$ cat src/rtl/fetch_stage_if.sv
// Fetch stage bundle: hazard/execute controls in, IF/ID register and PC out.
// The fetch stage takes the master side; the surrounding pipeline the slave.
interface fetch_stage_if;
  logic        StallF;
  logic        StallD;
  logic        FlushD;
  logic        PCSrcE;
  logic        PcOpE;
  logic [31:0] PCTargetE;
  logic [31:0] ALUResultE;
  logic [31:0] PCF;
  logic [31:0] InstrF;
  logic [31:0] InstrD;
  logic [31:0] PCD;
  logic [31:0] PCPlus4D;
  logic        ValidD;

  modport master (
    input  StallF, StallD, FlushD,
    input  PCSrcE, PcOpE,
    input  PCTargetE, ALUResultE,
    input  InstrF,
    output PCF, InstrD, PCD,
    output PCPlus4D, ValidD
  );

  modport slave (
    output StallF, StallD, FlushD,
    output PCSrcE, PcOpE,
    output PCTargetE, ALUResultE,
    output InstrF,
    input  PCF, InstrD, PCD,
    input  PCPlus4D, ValidD
  );
endinterface

$ cat src/rtl/fetch_stage.sv
// Instruction fetch: PC register, redirect mux and IF/ID pipeline register.
// PCF comes straight from the PC flop; a redirect flushes decode.
module fetch_stage #(
  parameter logic [31:0] RESET_PC  = 32'hBFC00000,
  parameter logic [31:0] NOP_INSTR = 32'h00000013
) (
  input  logic           clk,
  input  logic           rst,
  fetch_stage_if.master  fif
);

  typedef struct packed {
    logic [31:0] instr;
    logic [31:0] pc;
    logic [31:0] pc_plus4;
    logic        valid;
  } if_id_t;

  localparam if_id_t BUBBLE = '{
    instr:    NOP_INSTR,
    pc:       32'd0,
    pc_plus4: 32'd0,
    valid:    1'b0
  };

  logic [31:0] pc_q;
  logic [31:0] pc_plus4;
  logic [31:0] target;
  logic [31:0] pc_next;
  if_id_t      id_q;
  if_id_t      id_next;

  always_comb begin
    pc_plus4 = pc_q + 32'd4;
    target   = fif.PcOpE
             ? {fif.ALUResultE[31:1], 1'b0}
             : fif.PCTargetE;
  end

  // Redirect beats stall so a taken branch is never lost.
  always_comb begin
    pc_next = pc_plus4;
    if (fif.PCSrcE)
      pc_next = target;
    else if (fif.StallF)
      pc_next = pc_q;
  end

  always_comb begin
    id_next = id_q;
    if (fif.FlushD || fif.PCSrcE)
      id_next = BUBBLE;
    else if (!fif.StallD)
      id_next = '{
        instr:    fif.InstrF,
        pc:       pc_q,
        pc_plus4: pc_plus4,
        valid:    1'b1
      };
  end

  always_ff @(posedge clk or posedge rst) begin
    if (rst) begin
      pc_q <= RESET_PC;
      id_q <= BUBBLE;
    end else begin
      pc_q <= pc_next;
      id_q <= id_next;
    end
  end

  assign fif.PCF      = pc_q;
  assign fif.InstrD   = id_q.instr;
  assign fif.PCD      = id_q.pc;
  assign fif.PCPlus4D = id_q.pc_plus4;
  assign fif.ValidD   = id_q.valid;

endmodule

$ cat src/flat_wrapper.sv
// flat-port wrapper written by rule: the top's interface ports become plain ports
module fetch_stage_flat 
#(
  parameter logic [31:0] RESET_PC  = 32'hBFC00000,
  parameter logic [31:0] NOP_INSTR = 32'h00000013
)
  (clk, rst, fif_StallF, fif_StallD, fif_FlushD, fif_PCSrcE, fif_PcOpE, fif_PCTargetE, fif_ALUResultE, fif_InstrF, fif_PCF, fif_InstrD, fif_PCD, fif_PCPlus4D, fif_ValidD);
  fetch_stage_if fif_i ();
  input  logic clk;
  input  logic rst;
  input wire logic [$bits(fif_i.StallF)-1:0] fif_StallF;
  input wire logic [$bits(fif_i.StallD)-1:0] fif_StallD;
  input wire logic [$bits(fif_i.FlushD)-1:0] fif_FlushD;
  input wire logic [$bits(fif_i.PCSrcE)-1:0] fif_PCSrcE;
  input wire logic [$bits(fif_i.PcOpE)-1:0] fif_PcOpE;
  input wire logic [$bits(fif_i.PCTargetE)-1:0] fif_PCTargetE;
  input wire logic [$bits(fif_i.ALUResultE)-1:0] fif_ALUResultE;
  input wire logic [$bits(fif_i.InstrF)-1:0] fif_InstrF;
  output wire logic [$bits(fif_i.PCF)-1:0] fif_PCF;
  output wire logic [$bits(fif_i.InstrD)-1:0] fif_InstrD;
  output wire logic [$bits(fif_i.PCD)-1:0] fif_PCD;
  output wire logic [$bits(fif_i.PCPlus4D)-1:0] fif_PCPlus4D;
  output wire logic [$bits(fif_i.ValidD)-1:0] fif_ValidD;
  assign fif_i.StallF = fif_StallF;
  assign fif_i.StallD = fif_StallD;
  assign fif_i.FlushD = fif_FlushD;
  assign fif_i.PCSrcE = fif_PCSrcE;
  assign fif_i.PcOpE = fif_PcOpE;
  assign fif_i.PCTargetE = fif_PCTargetE;
  assign fif_i.ALUResultE = fif_ALUResultE;
  assign fif_i.InstrF = fif_InstrF;
  assign fif_PCF = fif_i.PCF;
  assign fif_InstrD = fif_i.InstrD;
  assign fif_PCD = fif_i.PCD;
  assign fif_PCPlus4D = fif_i.PCPlus4D;
  assign fif_ValidD = fif_i.ValidD;
  fetch_stage #(.RESET_PC(RESET_PC), .NOP_INSTR(NOP_INSTR)) u_core (.clk(clk), .rst(rst), .fif(fif_i));
endmodule
$ cat config.mk
export PLATFORM = sky130hd
export DESIGN_NAME = fetch_stage_flat
export DESIGN_NICKNAME = d
export VERILOG_FILES = /design/src/rtl/fetch_stage_if.sv /design/src/rtl/fetch_stage.sv /design/src/flat_wrapper.sv
export SDC_FILE = /design/constraint.sdc
export NUM_CORES = 1
export LEC_CHECK = 0
export CAP_MARGIN = 15
export CORE_AREA = 2 2 121 123
export CTS_CLUSTER_DIAMETER = 200
export DETAILED_ROUTE_END_ITERATION = 12
export DIE_AREA = 0 0 123 125
export GPL_TIMING_DRIVEN = 0
export PLACE_DENSITY = 0.8
export SETUP_SLACK_MARGIN = 0.4
export SLEW_MARGIN = 20
export SYNTH_ARGS = -nofsm -noshare
export SYNTH_HDL_FRONTEND = slang
export SYNTH_SLANG_ARGS = --single-unit
$ cat constraint.sdc
create_clock -name clk -period 5.6 [get_ports clk]
set_clock_uncertainty 0.05 [all_clocks]
set_input_delay 0.84 -clock clk [delete_from_list [all_inputs] [get_ports clk]]
set_output_delay 0.84 -clock clk [all_outputs]
set_load 0.02 [all_outputs]
== Word-level counts from Yosys, hierarchy flattened ==
Index checks and enable logic that the tools add are counted.
Word-level totals
  output and inout bits: 129
  input bits: 103
  logic and storage cells: 14
  register bits: 129
Cells by class
  add/subtract/negate cells: 1
  reductions and logical operators: 1
  equal/unequal tests: 2
  muxes and demuxes: 5
Operators by type and width (number)
  two-way mux 97 bit: 2
  two-way mux 32 bit: 3
  adder 32 x 3 -> 32 bit (second input constant): 1
  != test 2 x 1 -> 1 bit (second input constant): 2
  logical OR 1 bit: 1

== Longest topological paths before layout ==
Gate-level depths: netlist of run 1.
  word-level depth: 3
  depth in mapped cells: 7
  depth with buffers taken out: 5

== Worst setup path before layout of run 1 ==
OpenSTA, ideal clock, no wires.
  kind: input -> register
  start point: in fif_StallF
  end point: reg u_core.pc_q[18] (netlist: u_core.fif.PCF[18])
  path buffers: 2
  path slack: 3.157 ns
  stages on the path: 6
  data arrival time: 2.306 ns
  data required time: 5.463 ns
  cells stage by stage: nand3b_2 -> or4_1 -> buf_2 -> buf_6 -> or4_1 -> o211ai_1
Between the ends
  longest elaborated chain between the ends: 1
RTL lines
  start, declared: line flat_wrapper.sv:11  | input wire logic [$bits(fif_i.StallF)-1:0] fif_StallF;
  != test 2 x 1 -> 1 bit (no source line)
  end signal, assigned: line fetch_stage.sv:67  | pc_q <= pc_next;
  end, declared: line fetch_stage.sv:26  | logic [31:0] pc_q;
Every way passes these cells.
A chain may end at the register's enable or synchronous reset.

== Worst setup path after layout of run 1 ==
  start point: in fif_StallD
  end point: reg u_core.id_q (netlist bit u_core.fif.PCPlus4D[19])
Between the ends
  longest elaborated chain between the ends: 1
RTL lines
  start, declared: line flat_wrapper.sv:12  | input wire logic [$bits(fif_i.StallD)-1:0] fif_StallD;
  != test 2 x 1 -> 1 bit (no source line)
  end signal, assigned: line fetch_stage.sv:68  | id_q <= id_next;
  end, declared: line fetch_stage.sv:30  | if_id_t id_q;
Every way passes these cells.

==> impl_metrics.json, run 1 <==
{
  "outcome": "completed",
  "start_kind": "input port",
  "post-route-util_pct": 65.5,
  "firstDrtPassIters": 5,
  "cts_resized": 0,
  "synth_nets": 688,
  "synth_compound_area_share_pct": 19.6,
  "p_per_area_nw_per_um2": 280,
  "clock.fmax_ghz": 0.331,
  "syn_inst": 584,
  "synth_ff_type": "dfrtp_1",
  "place_area_um2": 8760,
  "met1_usage_pct": 35.4,
  "synthAdderAreaFrac_pct": 0.201,
  "synthTopCellsByArea": "dfrtp_1 46%, a22o_1 8.2%, dfstp_2 5.1%, nand2_1 3.5%, xnor2_1 3.1%",
  "initialDrtViolationCount": 452,
  "numCtsBuffers": 17,
  "post_cts_buffers": 0,
  "antennaDiodeCount": 0,
  "track_usage_pct": 27.3,
  "cts_max_level": 4,
  "die_y_um": 125,
  "crit_arrival_ps": 3320,
  "grt_pass1_wl_um": 32300,
  "start_util_pct": 43.7,
  "final_common_cell": "clkdlybuf4s50_1",
  "drcViolationCount": 0,
  "slew_violations": 0,
  "hold_viol": 0,
  "cts_tree": "done",
  "async_flop_share_pct": 100,
  "ys_seq_area_share_pct": 51.4,
  "maxCapViolCount": 0,
  "grt-busiest-layer": "met2",
  "vdd_drop_max_v": 0.000197,
  "grt_antenna_before_repair": 0,
  "yosysTopAreaCell": "dfrtp_1",
  "worst_pin_slew_ps": 1060,
  "ios": 232,
  "max-clock-path-buffers": 2,
  "gp_congestion": 0.899,
  "fin_area_um2": 9310,
  "met3_usage_pct": 7.34,
  "yosys_register_bits": 127,
  "synth_top_family_by_area": "compound AO/OA/AOI/OAI gates",
  "cts.sinks": 127,
  "crit_required_ps": 5900,
  "io_buffers": 228,
  "clk_pin_slew_worst_paths_ps": 50,
  "ys_types": 53,
  "drtAntennaViolNets": 0,
  "final.setup.tns_ps": 0,
  "grt_pass1_vias": 5924,
  "gr-total-overflow": 0,
  "via_per_inst": 5.72,
  "core_um2": 14200,
  "syn-cell-area_um2": 6210,
  "synth-edff-count": 0,
  "worst_setup_path_end_kind": "flip-flop",
  "routedWlPerCell_um": 20.3,
  "syn-mean-instance-area_um2": 10.6,
  "cp_max_fo": 10,
  "layout_common_cells": "228 x clkdlybuf4s50_1, 115 x dfrtp_1, 58 x a22o_1, 58 x nand2_1, 38 x clkbuf_1",
  "netlist.area_leader.share_pct": 46.3,
  "layout.nets": 936,
  "synthXorXnorAreaFrac_pct": 3.53,
  "synth_warnings": 0,
  "die_area_um2": 15400,
  "vias": 5883,
  "rsz0062_at_grt": "no",
  "rows": 44,
  "synth-simple-area-share_pct": 15.6,
  "max_slew_margin_pct": 28.7,
  "min_path_type": "flip-flop to flip-flop",
  "grt_use_met2_pct": 43.6,
  "hold_buffers": 0,
  "total_power_w": 0.00261,
  "cts_root_buf": "clkbuf_16",
  "period_share_pct": 53.9,
  "p_leak_nw": 3.83,
  "crit_type": "input port to flip-flop",
  "hpwl_um": 15600,
  "die_w_um": 123,
  "final.min_clock_period_ps": 3020,
  "whs_ps": 435,
  "clk-insertion-delay-late_ps": 420,
  "drive_gt1_share_pct": 8.77,
  "syn_to_final_growth_pct": 49.9,
  "grt_max_degree": 68,
  "drt-total-wl_um": 20900,
  "yosys-mux-area-fraction_pct": 3.63,
  "finalSetupViolations": 0
}
-- routing by layer --
metal  wire length [um]  up-vias
li1                   -     2676
met1               8460     2843
met2               9980      322
met3               1920       42
met4                517        0
met5                  0        -
-- critical path: stages --
cell and delay, ps:
clkdlybuf4s50_1 480, nor3_1 840, buf_2 400, buf_1 450
o211ai_1 180, nand3_1 120
-- sequential cells by signal (all words and copies together) (netlist names) --
name	cells
u_core.fif.InstrD	32
u_core.fif.PCPlus4D	32
u_core.fif.PCF	32
u_core.fif.ValidD	1
u_core.fif.PCD	30
-- kinds of logic after synthesis --
logic type | after synthesis
mux | 22
compound gates | 158
buf+inv | 73
xor+xnor | 25
fa+ha+maj | 1
flops | 127
simple gates | 178
-- final timing paths --
path | from | to | slack, ps | cells past startpoint
worst min register to register | u_core.fif.PCPlus4D[12] | u_core.fif.PCPlus4D[12] | 440 | 2
max in group asynchronous | rst | u_core.fif.PCF[26] | 3900 | 3
min in group asynchronous | rst | u_core.fif.InstrD[18] | 850 | 2
worst min-delay path | u_core.fif.PCPlus4D[12] | u_core.fif.PCPlus4D[12] | 440 | 2
worst max-delay path | fif_StallD | u_core.fif.PCPlus4D[19] | 2580 | 6
worst max register to register | u_core.fif.PCF[3] | u_core.fif.PCPlus4D[26] | 3010 | 6
-- cells in the mapped netlist (all sizes together) (2+ instances only) --
master and number:
nand2 58, nor3 10, dfstp 12, and3 3
or3 2, mux2i 18, o41ai 2, dfrtp 115
a31oi 7, a211o 3, or4b 2, mux2 4
nand4 16, and4 5, buf 29, nand4b 2
nor3b 3, nor2b 10, a22o 58, nor2 19
a211oi 11, o211ai 11, or4 12, a21oi 10
a21boi 2, o31a 19, xnor2 22, o22a 3
o311ai 2, nand3 19, a311o 2, inv 9
o21ai 24, nor4 13, clkbuf 35, xor2 3
nand2b 2
-- power by group --
part / switching [W] / internal [W] / total (W)
registers: 0.0000521 / 0.000978 / 0.00103
logic: 0.000287 / 0.000255 / 0.000542
clock network: 0.000386 / 0.000651 / 0.00104
-- cell type report --
type / instances / area, um^2
flip-flops and latches: 127 / 3190
inverters: 9 / 38.8
fillers: 1149 / 4890
multi-input cells: 384 / 2640
well taps: 184 / 230
plain buffers: 64 / 343
clock inverters: 6 / 57.6
clock buffers: 25 / 495
repair buffers: 229 / 2310
-- metrics by stage --
step	cells	setup WS, ps
2_1_floorplan	584	1350
3_3_place_gp	996	-370
3_5_place_dp	997	2140
4_1_cts	1028	2570
5_1_grt	1028	2370
6_report	1028	2580
Note: power is estimated with default switching activity, not from simulation.
==> run 2: changes to the inputs <==
--- a/config.mk
+++ b/config.mk
@@ -6,12 +6,12 @@
 export NUM_CORES = 1
 export LEC_CHECK = 0
 export CAP_MARGIN = 15
-export CORE_AREA = 2 2 121 123
+export CORE_AREA = 2 2 128 130
 export CTS_CLUSTER_DIAMETER = 200
 export DETAILED_ROUTE_END_ITERATION = 12
-export DIE_AREA = 0 0 123 125
+export DIE_AREA = 0 0 130 132
 export GPL_TIMING_DRIVEN = 0
-export PLACE_DENSITY = 0.8
+export PLACE_DENSITY = 0.75
 export SETUP_SLACK_MARGIN = 0.4
 export SLEW_MARGIN = 20
 export SYNTH_ARGS = -nofsm -noshare
==> constraint.sdc (replaced) <==
create_clock -name clk -period 2.4 [get_ports clk]
set_clock_uncertainty 0.05 [all_clocks]
set_input_delay 0.36 -clock clk [delete_from_list [all_inputs] [get_ports clk]]
set_output_delay 0.36 -clock clk [all_outputs]
set_load 0.02 [all_outputs]
==> impl_metrics.json, run 2 (synthesis results as in run 1) <==
{
  "outcome": "completed",
  "layout.nets": 1008,
  "firstDrtPassIters": 5,
  "slew_violations": 0,
  "r2r_end": "u_core.fif.PCPlus4D[17]",
  "cts_tree": "done",
  "max_slew_margin_pct": 47.5,
  "worst_setup_path_end_kind": "flip-flop",
  "crit_type": "flip-flop to flip-flop",
  "dp_cells": 1032,
  "start_kind": "flip-flop",
  "regToRegSetupSlack_ps": 280,
  "maxCapViolCount": 0,
  "gr-total-overflow": 0,
  "clock.fmax_ghz": 0.473,
  "antennaDiodeCount": 0,
  "clk-insertion-delay-late_ps": 430,
  "period_share_pct": 88.1,
  "syn_to_final_growth_pct": 66.6,
  "drcViolationCount": 0,
  "vdd_drop_max_v": 0.000521,
  "routedWlPerCell_um": 19.5,
  "grt_max_degree": 35,
  "cts.sinks": 127,
  "fin_area_um2": 10300,
  "final.min_clock_period_ps": 2120,
  "grt_pass1_vias": 6107,
  "grt_pass1_wl_um": 33000,
  "hold_viol": 0,
  "die_area_um2": 17200,
  "cts_max_level": 4,
  "drtAntennaViolNets": 0,
  "grt_antenna_before_repair": 0,
  "cts_root_buf": "clkbuf_16",
  "max-clock-path-buffers": 2,
  "rsz0062_at_grt": "yes",
  "worst_pin_slew_ps": 788,
  "die_y_um": 132,
  "gp_congestion": 0.876,
  "numCtsBuffers": 17,
  "hpwl_um": 15400,
  "die_w_um": 130,
  "clk_pin_slew_worst_paths_ps": 50,
  "rows": 46,
  "drive_gt1_share_pct": 22.6,
  "instances_no_fill": 1133,
  "p_per_area_nw_per_um2": 629,
  "min_path_type": "input port to async pin",
  "worst_path_largest_cell_delay_ps": 650,
  "crit_required_ps": 2700,
  "place_area_um2": 8950,
  "track_usage_pct": 24.8,
  "core_um2": 15700,
  "r2r_start": "u_core.fif.PCF[9]",
  "final_common_cell": "clkdlybuf4s50_1",
  "p_leak_nw": 4.40,
  "start_util_pct": 39.5,
  "initialDrtViolationCount": 541,
  "crit_arrival_ps": 2420,
  "ios": 232,
  "cpMaxStageDelayCell": "or4_4",
  "drt-total-wl_um": 22100,
  "hold_buffers": 0,
  "finalSetupViolations": 0,
  "via_per_inst": 5.47,
  "cp_max_fo": 7,
  "path_cells": "buf_6 -> nand2_1 -> or4_4 -> buf_8 -> or4_1 -> nand3_1",
  "vias": 6196,
  "layout_common_cells": "217 x clkdlybuf4s50_1, 99 x dfrtp_1, 69 x buf_4",
  "io_buffers": 228,
  "reg2regPathDepth": 6
}
==> run 2: layer usage <==
layer	routed length, um	track usage, %	part of all wire, %
met1	8980	31.5	41
met2	10600	40.1	48
met3	1830	6.94	8.3
met4	627	9.26	2.8
met5	0	0	0
==> run 2: worst max path at each step <==
stage | from | end | slack, ps | cells past startpoint
2_1_floorplan | rst | u_core.fif.PCF[10] | 300 | 1
3_3_place_gp | rst | u_core.fif.PCF[16] | -980 | 2
3_5_place_dp | fif_FlushD | u_core.fif.PCPlus4D[19] | -430 | 6
4_1_cts | u_core.fif.PCF[3] | fif_PCF[3] | 310 | 3
5_1_grt | u_core.fif.PCF[11] | u_core.fif.PCPlus4D[19] | 260 | 6
6_report | u_core.fif.PCF[9] | u_core.fif.PCPlus4D[17] | 280 | 6
==> run 2: power by group <==
| group | total [W] | switching, W | internal [W] |
|---|---|---|---|
| Clock | 0.00258 | 0.000920 | 0.00166 |
| Sequential | 0.00241 | 0.000117 | 0.00229 |
| Combinational | 0.00153 | 0.000757 | 0.000769 |
| Total | 0.00651 | 0.00179 | 0.00472 |
==> run 2: critical path, delay by kind of cell, from the launching register on <==
family                 cells  cell delay, ps
flip-flops                 1             360
AND/OR/NAND/NOR            4            1330
buffers and inverters      2             320
==> run 2: timing repair <==
action                                  CTS  global route
resized for setup                        33            48
pin swaps                                11            30
setup buffers                            36            31
endpoints found under the setup margin   62            93
cloned                                    0             2
==> run 2: area by class of cell <==
type                            count  area, um^2
Clock buffer                       26         509
Multi-Input combinational cell    384        2850
Timing Repair Buffer              301        2940
Clock inverter                      6        80.1
Fill cell                        1265        5370
Buffer                             64         448
Tap cell                          216         270
Sequential cell                   127        3210
Inverter                            9        37.5
==> run 2: through the flow <==
stage | worst slack, ps | total power [W] | hold WS, ps | utilization, % | TNS (ps)
2_1_floorplan | 299 | 0.00309 | 412 | - | 0
3_3_place_gp | -984 | 0.00370 | 412 | 56.5 | -109900
3_5_place_dp | -434 | 0.00373 | 426 | 57.0 | -11860
4_1_cts | 307 | 0.00641 | 141 | 63.2 | 0
5_1_grt | 261 | 0.00674 | 153 | 65.8 | 0
6_report | 285 | 0.00651 | 143 | 65.8 | 0
==> run 3: changes to the inputs <==
--- a/config.mk
+++ b/config.mk
@@ -12,6 +12,7 @@
 export DIE_AREA = 0 0 130 132
 export GPL_TIMING_DRIVEN = 0
 export PLACE_DENSITY = 0.75
+export REMOVE_ABC_BUFFERS = 1
 export SETUP_SLACK_MARGIN = 0.4
 export SLEW_MARGIN = 20
 export SYNTH_ARGS = -nofsm -noshare
==> impl_metrics.json, run 3 (synthesis results as in run 1) <==
{
  "outcome": "completed",
  "die_w_um": 130,
  "clk-insertion-delay-late_ps": 420,
  "die_area_um2": 17200,
  "io_buffers": 230,
  "hpwl_um": 13600,
  "rows": 46,
  "finalSetupViolations": 0,
  "core_um2": 15700,
  "power_switching_w": 0.00179,
  "r2r_end": "u_core.fif.PCPlus4D[28]",
  "regToRegSetupSlack_ps": 320,
  "combPwrFrac_pct": 21.1,
  "grt_antenna_before_repair": 0,
  "slew_violations": 0,
  "cpMaxStageDelayCell": "or4_4",
  "track_usage_pct": 25.3,
  "crit_arrival_ps": 2330,
  "initialDrtViolationCount": 493,
  "final.min_clock_period_ps": 2080,
  "antennaDiodeCount": 0,
  "period_share_pct": 86.6,
  "via_per_inst": 5.61,
  "crit_type": "flip-flop to flip-flop",
  "layout_common_cells": "213 x clkdlybuf4s50_1, 95 x dfrtp_1, 75 x buf_4",
  "start_kind": "flip-flop",
  "final_common_cell": "clkdlybuf4s50_1",
  "clock.fmax_ghz": 0.481,
  "drt-total-wl_um": 22500,
  "clk_pin_slew_worst_paths_ps": 60,
  "cp_max_fo": 5,
  "cts_max_level": 4,
  "crit_required_ps": 2650,
  "max_slew_margin_pct": 29.3,
  "reg2regPathDepth": 5,
  "vias": 6105,
  "worst_setup_path_end_kind": "flip-flop",
  "numCtsBuffers": 17,
  "fin_ws_ps": 321,
  "max-clock-path-buffers": 2,
  "rsz0062_at_grt": "yes",
  "whs_ps": 234,
  "r2r_start": "u_core.fif.PCF[3]",
  "drive_gt1_share_pct": 21.6,
  "path_cells": "ha_4 -> nand3_4 -> or4_4 -> o311a_1 -> a221o_1",
  "switching_share_pct": 27.2,
  "p_int_w": 0.00480,
  "min_path_type": "input port to async pin",
  "grt_pass1_wl_um": 33600,
  "layout.nets": 964,
  "drcViolationCount": 0,
  "cts_tree": "done",
  "p_per_area_nw_per_um2": 654,
  "fillers": 1253,
  "worst_path_largest_cell_delay_ps": 620,
  "gp_congestion": 0.772,
  "p_seq_share_pct": 37.2,
  "dp_slack_ps": -877,
  "cts.sinks": 127,
  "firstDrtPassIters": 5,
  "hold_viol": 0,
  "drtAntennaViolNets": 0,
  "die_y_um": 132,
  "maxCapViolCount": 0,
  "routedWlPerCell_um": 20.6,
  "p_clk_share_pct": 41.6,
  "gr-total-overflow": 0,
  "syn_to_final_growth_pct": 62.1,
  "start_util_pct": 39.5,
  "grt_pass1_vias": 6185,
  "p_leak_nw": 4.25,
  "worst_pin_slew_ps": 1060,
  "ios": 232,
  "grt_max_degree": 103,
  "vdd_drop_max_v": 0.000475,
  "cts_root_buf": "clkbuf_16"
}
==> run 3: cell types whose count changed in the layout (fill, tap and decap cells not counted), moves of 4 or more <==
| cell | change |
|---|---|
| buf_12 | -4 |
| buf_1 | -4 |
| buf_8 | -5 |
| dfrtp_1 | -4 |
| clkdlybuf4s50_1 | -4 |
| buf_4 | +6 |
| clkbuf_2 | -11 |
| buf_6 | -7 |
| dfrtp_2 | +4 |
| clkbuf_1 | -21 |
==> run 3: how the worst max path moves through the flow <==
stage	start	to	slack (ps)	cells after the start
2_1_floorplan	fif_PCSrcE	u_core.fif.PCPlus4D[20]	-2500	3
3_3_place_gp	fif_PCSrcE	u_core.fif.PCPlus4D[20]	-7450	4
3_5_place_dp	fif_StallF	u_core.fif.PCF[30]	-880	5
4_1_cts	u_core.fif.PCF[15]	u_core.fif.PCF[20]	350	5
5_1_grt	u_core.fif.PCF[3]	u_core.fif.PCPlus4D[28]	300	5
6_report	u_core.fif.PCF[3]	u_core.fif.PCPlus4D[28]	320	5
==> run 3: what timing repair did <==
action | 4_1_cts | 5_1_grt
setup endpoints to repair | 62 | 47
gates resized for setup | 61 | 18
setup buffers | 48 | 29
endpoints found under the hold margin | 0 | 0
cloned | 2 | 0
pin swaps | 33 | 21
hold buffers | 0 | 0
==> run 3: layout make-up <==
class	instances	area (um^2)	area share, %
Inverter	9	41.3	0.410
Timing Repair Buffer	319	3070	30.5
Clock inverter	5	103	1.02
Multi-Input combinational cell	386	2850	28.3
Tap cell	216	270	2.68
Clock buffer	27	523	5.19
Sequential cell	127	3220	32.0
==> run 3: worst max-delay path: cells and delay by family (launching register included) <==
family	cells	cell delay, ps
flip-flops	1	400
adder cells (fa/ha/maj)	1	190
AO/OA/AOI/OAI	2	590
AND/OR/NAND/NOR	2	730
==> run 3: per-layer routing <==
layer / part of all wire [%] / global-route usage (%) / vias to the layer above
met5: 0 / 0 / -
met4: 2.5 / 8.42 / 0
met3: 7.0 / 7.14 / 48
met2: 50 / 41.5 / 289
met1: 41 / 32.1 / 3025
li1: - / - / 2743
==> run 3: through the flow <==
stage                     setup TNS [ps]  utilization, %  std cells  cell area, um^2  power, W
after CTS                              0            62.2       1060             9780   0.00650
after global placement           -959890            53.7        966             8440   0.00356
after global routing                   0            64.1       1089            10100   0.00681
after floorplan                  -313280               -        520             5870   0.00298
final                                  0            64.1       1089            10100   0.00658
after detailed placement          -13180            54.9        978             8620   0.00360
==> run 3: power groups by stage <==
| stage | logic [W] | clock network [W] | registers (W) |
|---|---|---|---|
| after floorplan | 0.000357 | 0 | 0.00262 |
| after global placement | 0.00107 | 0 | 0.00249 |
| after detailed placement | 0.00110 | 0 | 0.00250 |
| after CTS | 0.00128 | 0.00277 | 0.00245 |
| after global routing | 0.00148 | 0.00287 | 0.00246 |
| final | 0.00139 | 0.00274 | 0.00245 |
